<file path="src/rtl/activation_rdma_pkg.sv">
// rtl/activation_rdma_pkg.sv - shared CNN sizing constants, FSM states and burst-length helper for the activation read DMA
package activation_rdma_pkg;

  localparam int TOUT               = 4;
  localparam int MAX_DAT_DW         = 16;
  localparam int DAT_W              = TOUT * MAX_DAT_DW;
  localparam int AXI_BURST_LEN      = 16;
  localparam int LOG2_AXI_BURST_LEN = 4;
  localparam int PIXEL_DATA_BYTES   = 64;
  localparam int LOG2_W             = 10;
  localparam int LOG2_H             = 10;
  localparam int LOG2_CH            = 10;
  localparam int LOG2_TOUT          = 2;
  localparam int CH_W               = LOG2_CH - LOG2_TOUT;
  localparam int ACT_RD_REQ_PD_W    = LOG2_AXI_BURST_LEN + 32;
  localparam int BURST_BYTES        = AXI_BURST_LEN * PIXEL_DATA_BYTES;

  typedef enum logic [1:0] {
    ST_IDLE  = 2'd0,
    ST_REQ   = 2'd1,
    ST_DRAIN = 2'd2
  } rdma_state_e;

  // Last burst of a line carries the remainder; a zero remainder wraps to a full burst.
  function automatic logic [LOG2_AXI_BURST_LEN-1:0] burst_len(
    input logic              last_bt,
    input logic [LOG2_W-1:0] w
  );
    logic [LOG2_AXI_BURST_LEN-1:0] w_rem;
    w_rem = w[LOG2_AXI_BURST_LEN-1:0];
    return last_bt ? (w_rem - 1'b1) : {LOG2_AXI_BURST_LEN{1'b1}};
  endfunction

endpackage

</file>
<file path="src/rtl/activation_rdma_addr_gen.sv">
// rtl/activation_rdma_addr_gen.sv - burst/line/slice walker producing the registered address, length and last flag
module activation_rdma_addr_gen
  import activation_rdma_pkg::*;
(
  input  logic                          clk,
  input  logic                          rst_n,
  input  logic                          init,
  input  logic                          step,
  input  logic [LOG2_W-1:0]             w,
  input  logic [LOG2_H-1:0]             h,
  input  logic [CH_W-1:0]               ch_div_tout,
  input  logic [31:0]                   base_addr,
  input  logic [25:0]                   surface_stride,
  input  logic [15:0]                   line_stride,
  output logic [31:0]                   addr,
  output logic [LOG2_AXI_BURST_LEN-1:0] len,
  output logic                          last
);

  localparam int BT_W = LOG2_W - LOG2_AXI_BURST_LEN;

  logic [LOG2_W-1:0]             r_w;
  logic [LOG2_H-1:0]             r_h;
  logic [CH_W-1:0]               r_ch;
  logic [25:0]                   r_ss;
  logic [15:0]                   r_ls;
  logic [BT_W-1:0]               r_bt;
  logic [LOG2_H-1:0]             r_ln;
  logic [CH_W-1:0]               r_cs;
  logic [31:0]                   r_surf_bias;
  logic [31:0]                   r_line_bias;
  logic [31:0]                   r_addr;
  logic [LOG2_AXI_BURST_LEN-1:0] r_len;
  logic                          r_last;

  logic [LOG2_W-1:0]             w_cfg_w;
  logic [LOG2_W-1:0]             w_wm1;
  logic [BT_W-1:0]               w_bt_max;
  logic [LOG2_H-1:0]             w_ln_max;
  logic [CH_W-1:0]               w_cs_max;
  logic [31:0]                   w_line_inc;
  logic [31:0]                   w_surf_inc;
  logic [BT_W-1:0]               w_bt_nxt;
  logic [LOG2_H-1:0]             w_ln_nxt;
  logic [CH_W-1:0]               w_cs_nxt;
  logic [31:0]                   w_surf_nxt;
  logic [31:0]                   w_line_nxt;
  logic [31:0]                   w_addr_nxt;
  logic [LOG2_AXI_BURST_LEN-1:0] w_len_nxt;
  logic                          w_last_nxt;

  // On init the loop limits come straight from the inputs so the first command is ready next cycle.
  assign w_cfg_w    = init ? w : r_w;
  assign w_wm1      = w_cfg_w - 1'b1;
  assign w_bt_max   = w_wm1[LOG2_W-1:LOG2_AXI_BURST_LEN];
  assign w_ln_max   = (init ? h : r_h) - 1'b1;
  assign w_cs_max   = (init ? ch_div_tout : r_ch) - 1'b1;
  assign w_line_inc = r_line_bias + {16'd0, r_ls};
  assign w_surf_inc = r_surf_bias + {6'd0, r_ss};

  always_comb begin
    w_bt_nxt   = r_bt;
    w_ln_nxt   = r_ln;
    w_cs_nxt   = r_cs;
    w_surf_nxt = r_surf_bias;
    w_line_nxt = r_line_bias;
    w_addr_nxt = r_addr;
    if (init) begin
      w_bt_nxt   = '0;
      w_ln_nxt   = '0;
      w_cs_nxt   = '0;
      w_surf_nxt = base_addr;
      w_line_nxt = base_addr;
      w_addr_nxt = base_addr;
    end else if (step) begin
      if (r_bt != w_bt_max) begin
        w_bt_nxt   = r_bt + 1'b1;
        w_addr_nxt = r_addr + 32'(BURST_BYTES);
      end else if (r_ln != w_ln_max) begin
        w_bt_nxt   = '0;
        w_ln_nxt   = r_ln + 1'b1;
        w_line_nxt = w_line_inc;
        w_addr_nxt = w_line_inc;
      end else if (r_cs != w_cs_max) begin
        w_bt_nxt   = '0;
        w_ln_nxt   = '0;
        w_cs_nxt   = r_cs + 1'b1;
        w_surf_nxt = w_surf_inc;
        w_line_nxt = w_surf_inc;
        w_addr_nxt = w_surf_inc;
      end
    end
    w_len_nxt  = burst_len(w_bt_nxt == w_bt_max, w_cfg_w);
    w_last_nxt = (w_bt_nxt == w_bt_max) && (w_ln_nxt == w_ln_max) && (w_cs_nxt == w_cs_max);
  end

  always_ff @(posedge clk or negedge rst_n) begin
    if (!rst_n) begin
      r_w         <= '0;
      r_h         <= '0;
      r_ch        <= '0;
      r_ss        <= '0;
      r_ls        <= '0;
      r_bt        <= '0;
      r_ln        <= '0;
      r_cs        <= '0;
      r_surf_bias <= '0;
      r_line_bias <= '0;
      r_addr      <= '0;
      r_len       <= '0;
      r_last      <= 1'b0;
    end else if (init || step) begin
      if (init) begin
        r_w  <= w;
        r_h  <= h;
        r_ch <= ch_div_tout;
        r_ss <= surface_stride;
        r_ls <= line_stride;
      end
      r_bt        <= w_bt_nxt;
      r_ln        <= w_ln_nxt;
      r_cs        <= w_cs_nxt;
      r_surf_bias <= w_surf_nxt;
      r_line_bias <= w_line_nxt;
      r_addr      <= w_addr_nxt;
      r_len       <= w_len_nxt;
      r_last      <= w_last_nxt;
    end
  end

  assign addr = r_addr;
  assign len  = r_len;
  assign last = r_last;

endmodule

</file>
<file path="src/rtl/activation_rdma.sv">
// rtl/activation_rdma.sv - activation feature-map read DMA: command FSM, beat credit counter, response pass-through
module activation_rdma
  import activation_rdma_pkg::*;
#(
  parameter int MAX_OUT_BEATS = 64
) (
  input  logic                       clk,
  input  logic                       rst_n,
  input  logic                       start,
  input  logic [LOG2_W-1:0]          w,
  input  logic [LOG2_H-1:0]          h,
  input  logic [CH_W-1:0]            ch_div_Tout,
  input  logic [31:0]                feature_base_addr,
  input  logic [25:0]                feature_surface_stride,
  input  logic [15:0]                feature_line_stride,
  output logic                       rdma_done,
  output logic                       rdma_busy,
  output logic                       ACT2mcif_rd_req_vld,
  input  logic                       ACT2mcif_rd_req_rdy,
  output logic [ACT_RD_REQ_PD_W-1:0] ACT2mcif_rd_req_pd,
  input  logic                       mcif2ACT_rd_rsp_vld,
  input  logic [DAT_W-1:0]           mcif2ACT_rd_rsp_pd,
  output logic                       mcif2ACT_rd_rsp_rdy,
  output logic                       dat_out_vld,
  output logic [DAT_W-1:0]           dat_out_pd,
  input  logic                       dat_out_rdy
);

  localparam int OUT_W = $clog2(MAX_OUT_BEATS) + 1;
  localparam logic [OUT_W-1:0] ONE_O   = OUT_W'(1);
  localparam logic [OUT_W:0]   ONE_N   = (OUT_W + 1)'(1);
  localparam logic [OUT_W:0]   MAX_N   = (OUT_W + 1)'(MAX_OUT_BEATS);

  rdma_state_e                   r_state;
  rdma_state_e                   w_state_nxt;
  logic [OUT_W-1:0]              r_outstanding;
  logic                          r_done;
  logic                          w_done_nxt;

  logic                          w_init;
  logic [31:0]                   w_gen_addr;
  logic [LOG2_AXI_BURST_LEN-1:0] w_gen_len;
  logic                          w_gen_last;
  logic [OUT_W-1:0]              w_len_ext;
  logic [OUT_W:0]                w_need;
  logic                          w_req_vld;
  logic                          w_cmd_fire;
  logic                          w_dat_fire;
  logic [OUT_W-1:0]              w_add;
  logic [OUT_W-1:0]              w_sum;
  logic [OUT_W-1:0]              w_out_nxt;

  assign w_init = start && (r_state == ST_IDLE);

  activation_rdma_addr_gen u_addr_gen (
    .clk            (clk),
    .rst_n          (rst_n),
    .init           (w_init),
    .step           (w_cmd_fire),
    .w              (w),
    .h              (h),
    .ch_div_tout    (ch_div_Tout),
    .base_addr      (feature_base_addr),
    .surface_stride (feature_surface_stride),
    .line_stride    (feature_line_stride),
    .addr           (w_gen_addr),
    .len            (w_gen_len),
    .last           (w_gen_last)
  );

  // One extra bit on the credit sum keeps the comparison free of wrap-around.
  assign w_len_ext  = OUT_W'(w_gen_len);
  assign w_need     = {1'b0, r_outstanding} + {1'b0, w_len_ext} + ONE_N;
  assign w_req_vld  = (r_state == ST_REQ) && (w_need <= MAX_N);
  assign w_cmd_fire = w_req_vld && ACT2mcif_rd_req_rdy;
  assign w_dat_fire = mcif2ACT_rd_rsp_vld && dat_out_rdy;

  // Stray beats with nothing outstanding leave the counter at zero.
  assign w_add     = w_cmd_fire ? (w_len_ext + ONE_O) : '0;
  assign w_sum     = r_outstanding + w_add;
  assign w_out_nxt = (w_dat_fire && (w_sum != '0)) ? (w_sum - ONE_O) : w_sum;

  always_comb begin
    w_state_nxt = r_state;
    w_done_nxt  = 1'b0;
    case (r_state)
      ST_IDLE: begin
        if (start) w_state_nxt = ST_REQ;
      end
      ST_REQ: begin
        if (w_cmd_fire && w_gen_last) w_state_nxt = ST_DRAIN;
      end
      ST_DRAIN: begin
        if (w_out_nxt == '0) begin
          w_state_nxt = ST_IDLE;
          w_done_nxt  = 1'b1;
        end
      end
      default: w_state_nxt = ST_IDLE;
    endcase
  end

  always_ff @(posedge clk or negedge rst_n) begin
    if (!rst_n) begin
      r_state       <= ST_IDLE;
      r_outstanding <= '0;
      r_done        <= 1'b0;
    end else begin
      r_state       <= w_state_nxt;
      r_outstanding <= w_out_nxt;
      r_done        <= w_done_nxt;
    end
  end

  assign ACT2mcif_rd_req_vld = w_req_vld;
  assign ACT2mcif_rd_req_pd  = {w_gen_len, w_gen_addr};
  assign rdma_done           = r_done;
  assign rdma_busy           = (r_state != ST_IDLE);
  assign mcif2ACT_rd_rsp_rdy = dat_out_rdy;
  assign dat_out_vld         = mcif2ACT_rd_rsp_vld;
  assign dat_out_pd          = mcif2ACT_rd_rsp_pd;

endmodule

</file>
<file path="config.mk">
export PLATFORM = sky130hd
export DESIGN_NAME = activation_rdma
export DESIGN_NICKNAME = d
export VERILOG_FILES = /design/src/rtl/activation_rdma_pkg.sv /design/src/rtl/activation_rdma_addr_gen.sv /design/src/rtl/activation_rdma.sv
export SDC_FILE = /design/constraint.sdc
export NUM_CORES = 1
export LEC_CHECK = 0
export CAP_MARGIN = 20
export CORE_ASPECT_RATIO = 0.7
export CORE_MARGIN = 1.5
export CORE_UTILIZATION = 55
export DETAILED_ROUTE_END_ITERATION = 7
export GPL_TIMING_DRIVEN = 0
export PLACE_DENSITY = 0.8
export REMOVE_ABC_BUFFERS = 1
export SYNTH_ARGS = -nofsm -noshare
export SYNTH_HDL_FRONTEND = slang
export SYNTH_SLANG_ARGS = --single-unit
</file>
<file path="constraint.sdc">
create_clock -name clk -period 15.4 [get_ports clk]
set_input_delay 3.08 -clock clk [delete_from_list [all_inputs] [get_ports clk]]
set_output_delay 3.08 -clock clk [all_outputs]
set_load 0.02 [all_outputs]
</file>
==> results.toml, run 1 <==
[drt]
ant_nets = 0
wl_per_cell_um = 21.66
drc_errors = 0
drtIter0Drc = 1383
wl_um = 48610
vias = 14140
first_pass_iters = 5
viasPerCell = 6.299

[critical_path]
cp-end-kind = "flip-flop"
crit_buf_inv = 2
crit_chain = "clkdlybuf4s50_1 > nor3b_4 > mux2_2 > inv_2 > ha_1 > nor3b_1 > mux2_2 > nand2_1 > a211o_1 > or4_1 > nor4_4 > nand3_2 > nand2_1 > nor2_1 > a2111o_1 > nor4_1 > o2111ai_1 > o21ai_1"
cp_top_family = "simple AND/OR/NAND/NOR gates"
cp_slowest_stage_delay_ps = 990
cp.required_ps = 15850
cp_slowest_cell = "nand3_2"
path_max_fanout = 30
crit_type = "in -> reg"
crit_arrival_ps = 10390
setup.worst_path.start_class = "input pin"

[pwr]
switchingPower_uw = 982.4
seq_power_share = 0.333
switching_share = 0.4023
p_leak_nw = 7.725
peakVddDrop_mv = 0.09437
p_int_mw = 1.459
fin_total_pwr_mw = 2.442
power.density_mw_per_mm2 = 141.0
comb_power_share = 0.441
clkPwrFrac = 0.225

[global_routing]
antenna_found_initial = 0
overflow = 0
grt_pass1_wl_um = 75560
grt_pass1_vias = 13070
grt_start_max_net_pins = 120
track_usage = 0.3377

[clocking]
cts.htree.levels = 1
holdBufCountCts = 0
cts-root-buf = "clkbuf_16"
clockBufferDepth = 3
cts.clk_slew.worst_paths_ps = 60
clkLatencyLatePin_ps = 530
post-cts-setup-buffers = 0
clkSinkCount = 205
cts_buffers = 22
cts_tree = "built"
cts-resized-gates = 0

[sta]
rsz0062_at_grt = "false"
final_hold_viol_count = 0
timing.final.crit_period_ps = 9939
tightest_slew_ps = 1102
drv_slew = 0
fmax_mhz = 100.6
timing.slew.headroom = 0.2596
finClkSkew_ps = 9.857
holdWs_ps = 482.4
finalSetupTns_ps = 0
setup_viol = 0
fin_crit_sh = 0.6454
setup_ws_ps = 5461

[die]
start_util = 0.5626
die_h_um = 141.6
coreArea_mm2 = 0.02684
chipWidth_um = 201.0
rows = 50
dieArea_mm2 = 0.02847
ios = 277

[logic_synthesis]
synthAdderAreaFrac = 0.05453
synth_edf_count = 0
synth_seq_cells = 205
synthSimpleGateAreaFrac = 0.2308
yosysSeqAreaShare = 0.3398
yosys_warnings = 0
synth_mux_area_frac = 0.03307
netlist_instances = 1822
avgSynthCellArea_um2 = 8.287
synth_top_family_by_area = "simple AND/OR/NAND/NOR gates"
ys_types = 98
synthFlopType = "dfrtp_1"
synth-xor-area-share = 0.09563
synth-compound-area-share = 0.1771
async_flop_share = 1.000
syn_area_mm2 = 0.01510

[final_layout]
nets = 2100
area_growth_pct = 14.73
drive_gt1_frac = 0.05053
antenna_cells = 0
fill_cells = 2244

[outcome]
outcome = "finished clean"

[job]
max_cap_viol_count = 0

[placement]
place.gp.congestion = 0.9672
io_buffers = 148
dpl_worst_slack_ps = 5077
dp_hpwl_um = 35640

[min_path]
hold_class = "reg -> reg"
[layer usage]
layer | track usage | part of all wire | vias up
met2 | 0.4617 | 0.40 | 822
met3 | 0.1396 | 0.13 | 92
met1 | 0.4832 | 0.45 | 6754
li1 | - | - | 6459
met4 | 0.08073 | 0.022 | 8
met5 | 0.07483 | 0.0050 | -
[power groups by stage]
stage / clock, mW / combinational, mW / sequential (mW)
2_1_floorplan: 0 / 0.684 / 0.822
3_3_place_gp: 0 / 1.01 / 0.812
3_5_place_dp: 0 / 1.04 / 0.815
4_1_cts: 0.556 / 1.05 / 0.808
5_1_grt: 0.579 / 1.18 / 0.828
6_report: 0.550 / 1.08 / 0.814
[cells in the final DEF (no fill, tap or decap), types with 9 or more instances in the layout]
cell type / netlist / layout
nand2_1: 335 / 335
dfrtp_1: 205 / 205
clkdlybuf4s50_1: 0 / 147
nor2_1: 131 / 130
o21ai_0: 120 / 120
a21oi_1: 100 / 99
xnor2_1: 88 / 88
xor2_1: 64 / 64
ha_1: 61 / 61
nand3_1: 58 / 57
inv_1: 51 / 51
nor3_1: 42 / 41
mux2i_1: 35 / 35
a21o_1: 30 / 30
nand4_1: 27 / 27
clkbuf_16: 0 / 23
o211ai_1: 20 / 20
and3_1: 20 / 20
a31oi_1: 18 / 18
nand2b_1: 15 / 15
or4_1: 15 / 15
nor4_1: 14 / 14
nor3b_1: 13 / 13
nor2b_1: 11 / 11
and2_1: 10 / 10
o31ai_1: 10 / 10
o21bai_1: 9 / 9
or3_1: 9 / 9
[sequential cells by signal, indices dropped and copies added (netlist names)]
signal,cells
u_addr_gen.r_line_bias,32
u_addr_gen.len,4
u_addr_gen.r_surf_bias,32
r_outstanding,7
u_addr_gen.addr,32
u_addr_gen.r_bt,6
u_addr_gen.r_h,10
u_addr_gen.r_ls,16
u_addr_gen.r_ss,26
rdma_done,1
u_addr_gen.r_ln,10
u_addr_gen.r_ch,8
r_state,2
u_addr_gen.r_cs,8
u_addr_gen.last,1
u_addr_gen.r_w,10
[Yosys cell counts, drive strengths merged, types with 6 or more instances]
master	instances	share of area
inv	54	0.013
o21bai	9	0.0045
nand4	27	0.011
o21a	8	0.0040
xnor2	88	0.051
o2111ai	6	0.0039
nand2	335	0.083
or2	7	0.0029
a31oi	18	0.0075
o21ai	124	0.041
nor4	17	0.0094
nor3b	14	0.0073
nor2b	11	0.0046
a2111oi	8	0.0051
nor3	42	0.014
o211ai	21	0.011
nand3	58	0.019
buf	83	0.040
a21o	30	0.015
dfrtp	205	0.34
or4	18	0.0097
and2	12	0.0051
nor2	132	0.034
and4	7	0.0041
a21oi	100	0.033
ha	61	0.051
a211oi	7	0.0035
o311ai	6	0.0035
a221o	7	0.0046
xor2	64	0.037
and3	20	0.0083
o31ai	10	0.0050
clkbuf	64	0.016
or3	9	0.0037
nand2b	15	0.0062
mux2i	37	0.026
a21boi	7	0.0035
mux2	8	0.0060
[final cells by class]
type	instances	area (um^2)	area share
inverter	54	202.7	0.01170
timing repair buffer	165	1827	0.1055
clock buffer	36	694.4	0.04009
clock inverter	4	45.04	0.002600
sequential	205	5130	0.2962
tap	364	455.4	0.02629
multi-input combinational	1416	8967	0.5177
[per-stage QoR]
| stage | cells | cell area [um^2] | utilization |
|---|---|---|---|
| after floorplan | 1675 | 14260 | - |
| after global placement | 2187 | 16190 | 0.6034 |
| after detailed placement | 2203 | 16550 | 0.6168 |
| after CTS | 2243 | 17290 | 0.6444 |
| after global routing | 2244 | 17320 | 0.6454 |
| final | 2244 | 17320 | 0.6454 |
[cells by family after synthesis]
logic type | count (synthesis)
simple gates | 737
compound gates | 412
xor+xnor | 157
mux | 46
flops | 205
buf+inv | 201
fa+ha+maj | 64
[worst min-delay path, stage by stage (launching register included)]
cell and delay (ps):
dfrtp_1 350, nand2_1 50, nand2_1 50
[path summary, 6_finish.rpt]
| path | slack, ps | cells after the start | to | from |
|---|---|---|---|---|
| setup / recovery | 5460 | 18 | u_addr_gen.last | start |
| setup reg to reg | 8080 | 17 | u_addr_gen.last | r_state[1] |
| max in group asynchronous | 11810 | 2 | u_addr_gen.r_surf_bias[7] | rst_n |
| hold reg to reg | 480 | 2 | u_addr_gen.r_ls[10] | u_addr_gen.r_ls[10] |
| hold / removal | 480 | 2 | u_addr_gen.r_ls[10] | u_addr_gen.r_ls[10] |
| min in group asynchronous | 2540 | 1 | u_addr_gen.r_w[2] | rst_n |
Note: power is estimated with default switching activity, not from simulation.
==> inputs of run 2 (changes only) <==
CORE_UTILIZATION = 49   (was 55)
PLACE_DENSITY = 0.75   (was 0.8)
clock period = 8.15 ns   (was 15.4 ns; I/O delays follow)
==> results.toml, run 2 (synthesis gave the netlist of run 1 again) <==
[drt]
first_pass_iters = 5
vias = 14050
wl_um = 49120
ant_nets = 0
viasPerCell = 6.118
drc_errors = 0
wl_per_cell_um = 21.38
drtIter0Drc = 1585

[global_routing]
overflow = 0
track_usage = 0.3065
grt_pass1_wl_um = 75640
grt_pass1_vias = 13030
grt_start_max_net_pins = 107
antenna_found_initial = 0

[final_layout]
post-route-util = 0.5801
final_cell_mix = "335 x nand2_1, 205 x dfrtp_1, 147 x clkdlybuf4s50_1"
final_common_cell = "nand2_1"
antenna_cells = 0
drive_gt1_frac = 0.05623
area_growth_pct = 15.94
fill_cells = 2674
nets = 2105
stdcell_area_mm2 = 0.01750

[die]
coreArea_mm2 = 0.03017
rows = 53
start_util = 0.5004
dieArea_mm2 = 0.03189
ios = 277
chipWidth_um = 212.8
die_h_um = 149.9

[sta]
finalSetupTns_ps = 0
timing.slew.headroom = 0.2419
final_hold_viol_count = 0
fin_crit_sh = 0.9508
timing.final.crit_period_ps = 7749
drv_slew = 0
setup_viol = 0
finClkSkew_ps = 15.25
rsz0062_at_grt = "false"
tightest_slew_ps = 1128
holdWs_ps = 483.0
fmax_mhz = 129.0

[critical_path]
path_max_fanout = 13
setup.worst_path.start_class = "input pin"
crit_arrival_ps = 8210
crit_type = "in -> reg"
cp.required_ps = 8610
cp-end-kind = "flip-flop"

[pwr]
p_int_mw = 2.871
power.density_mw_per_mm2 = 270.9
clkPwrFrac = 0.250
switching_share = 0.3945
seq_power_share = 0.323
comb_power_share = 0.428
fin_total_pwr_mw = 4.741
switchingPower_mw = 1.870
peakVddDrop_mv = 0.1641
p_leak_nw = 7.778

[clocking]
clockBufferDepth = 3
holdBufCountCts = 0
cts_buffers = 23
cts.clk_slew.worst_paths_ps = 60
cts.htree.levels = 1
clkSinkCount = 205
clkLatencyLatePin_ps = 540
cts_tree = "built"
cts-root-buf = "clkbuf_16"

[placement]
place.gp.congestion = 0.9058
dp_hpwl_um = 36260
place_area_mm2 = 0.01661
io_buffers = 148

[job]
max_cap_viol_count = 0

[outcome]
outcome = "finished clean"

[min_path]
hold_class = "reg -> reg"
## run 2: changes by cell type in the layout (fill, tap and decap cells not counted), moves of 2 or more
cell / before / now
buf_16: 8 / 4
buf_4: 0 / 3
clkbuf_1: 6 / 3
buf_8: 8 / 11
nand3_4: 0 / 2
bufinv_16: 1 / 5
## run 2: path summary, 6_finish.rpt
check | start | endpoint | slack (ps) | depth (start not counted)
min reg2reg | u_addr_gen.r_ss[18] | u_addr_gen.r_ss[18] | 480 | 2
min in group asynchronous | rst_n | u_addr_gen.r_w[4] | 1160 | 1
max in group asynchronous | rst_n | u_addr_gen.r_surf_bias[6] | 5980 | 2
max | start | u_addr_gen.last | 400 | 20
min | u_addr_gen.r_ss[18] | u_addr_gen.r_ss[18] | 480 | 2
max reg2reg | r_state[1] | u_addr_gen.last | 1590 | 19
## run 2: metal layers
layer | up-vias | GRT usage | part of all wire
met3 | 96 | 0.1012 | 0.11
met5 | - | 0.04702 | 0.0034
met2 | 730 | 0.4168 | 0.40
li1 | 6463 | - | -
met4 | 6 | 0.07163 | 0.023
met1 | 6757 | 0.4575 | 0.46
## run 2: layout make-up
class / count / area (um^2) / area share
clock inverter: 9 / 176.4 / 0.01008
tap: 412 / 515.5 / 0.02945
timing repair buffer: 169 / 1815 / 0.1037
sequential: 205 / 5130 / 0.2931
clock buffer: 32 / 669.4 / 0.03824
multi-input combinational: 1416 / 8995 / 0.5139
inverter: 54 / 202.7 / 0.01158
## run 2: power by group through the flow
stage	Clock, mW	Sequential, mW	Combinational (mW)
floorplan	0	1.55	1.29
global placement	0	1.53	1.92
detailed placement	0	1.53	1.99
CTS	1.19	1.52	2.01
global route	1.24	1.56	2.23
finish	1.18	1.53	2.03
## run 2: worst max-delay path, stage by stage
cell and delay (ps):
clkdlybuf4s50_1 560, nor3b_4 310, buf_8 210, buf_8 170, buf_8 170, mux2i_1 310, ha_1 300, nor3b_1 350
nand2_1 210, and4b_1 250, a311o_1 310, nor4b_1 580, nand2_1 470, o31a_4 560, nor2_8 230, a22o_4 180
xnor2_1 70, or4_4 570, or4_1 560, o21ai_1 160
## run 2: what timing repair did
action | in CTS | in global routing
setup endpoints to repair | 1 | 2
gates resized for setup | 3 | 2
buffers inserted | 1 | 2
pin swaps | 1 | 1
## run 2: per-stage QoR
stage / worst slack (ps) / instances
final: 400.7 / 2297
after global routing: 25.98 / 2297
after CTS: 83.78 / 2295
after detailed placement: -1134 / 2253
after global placement: -11720 / 2235
after floorplan: -4715 / 1675
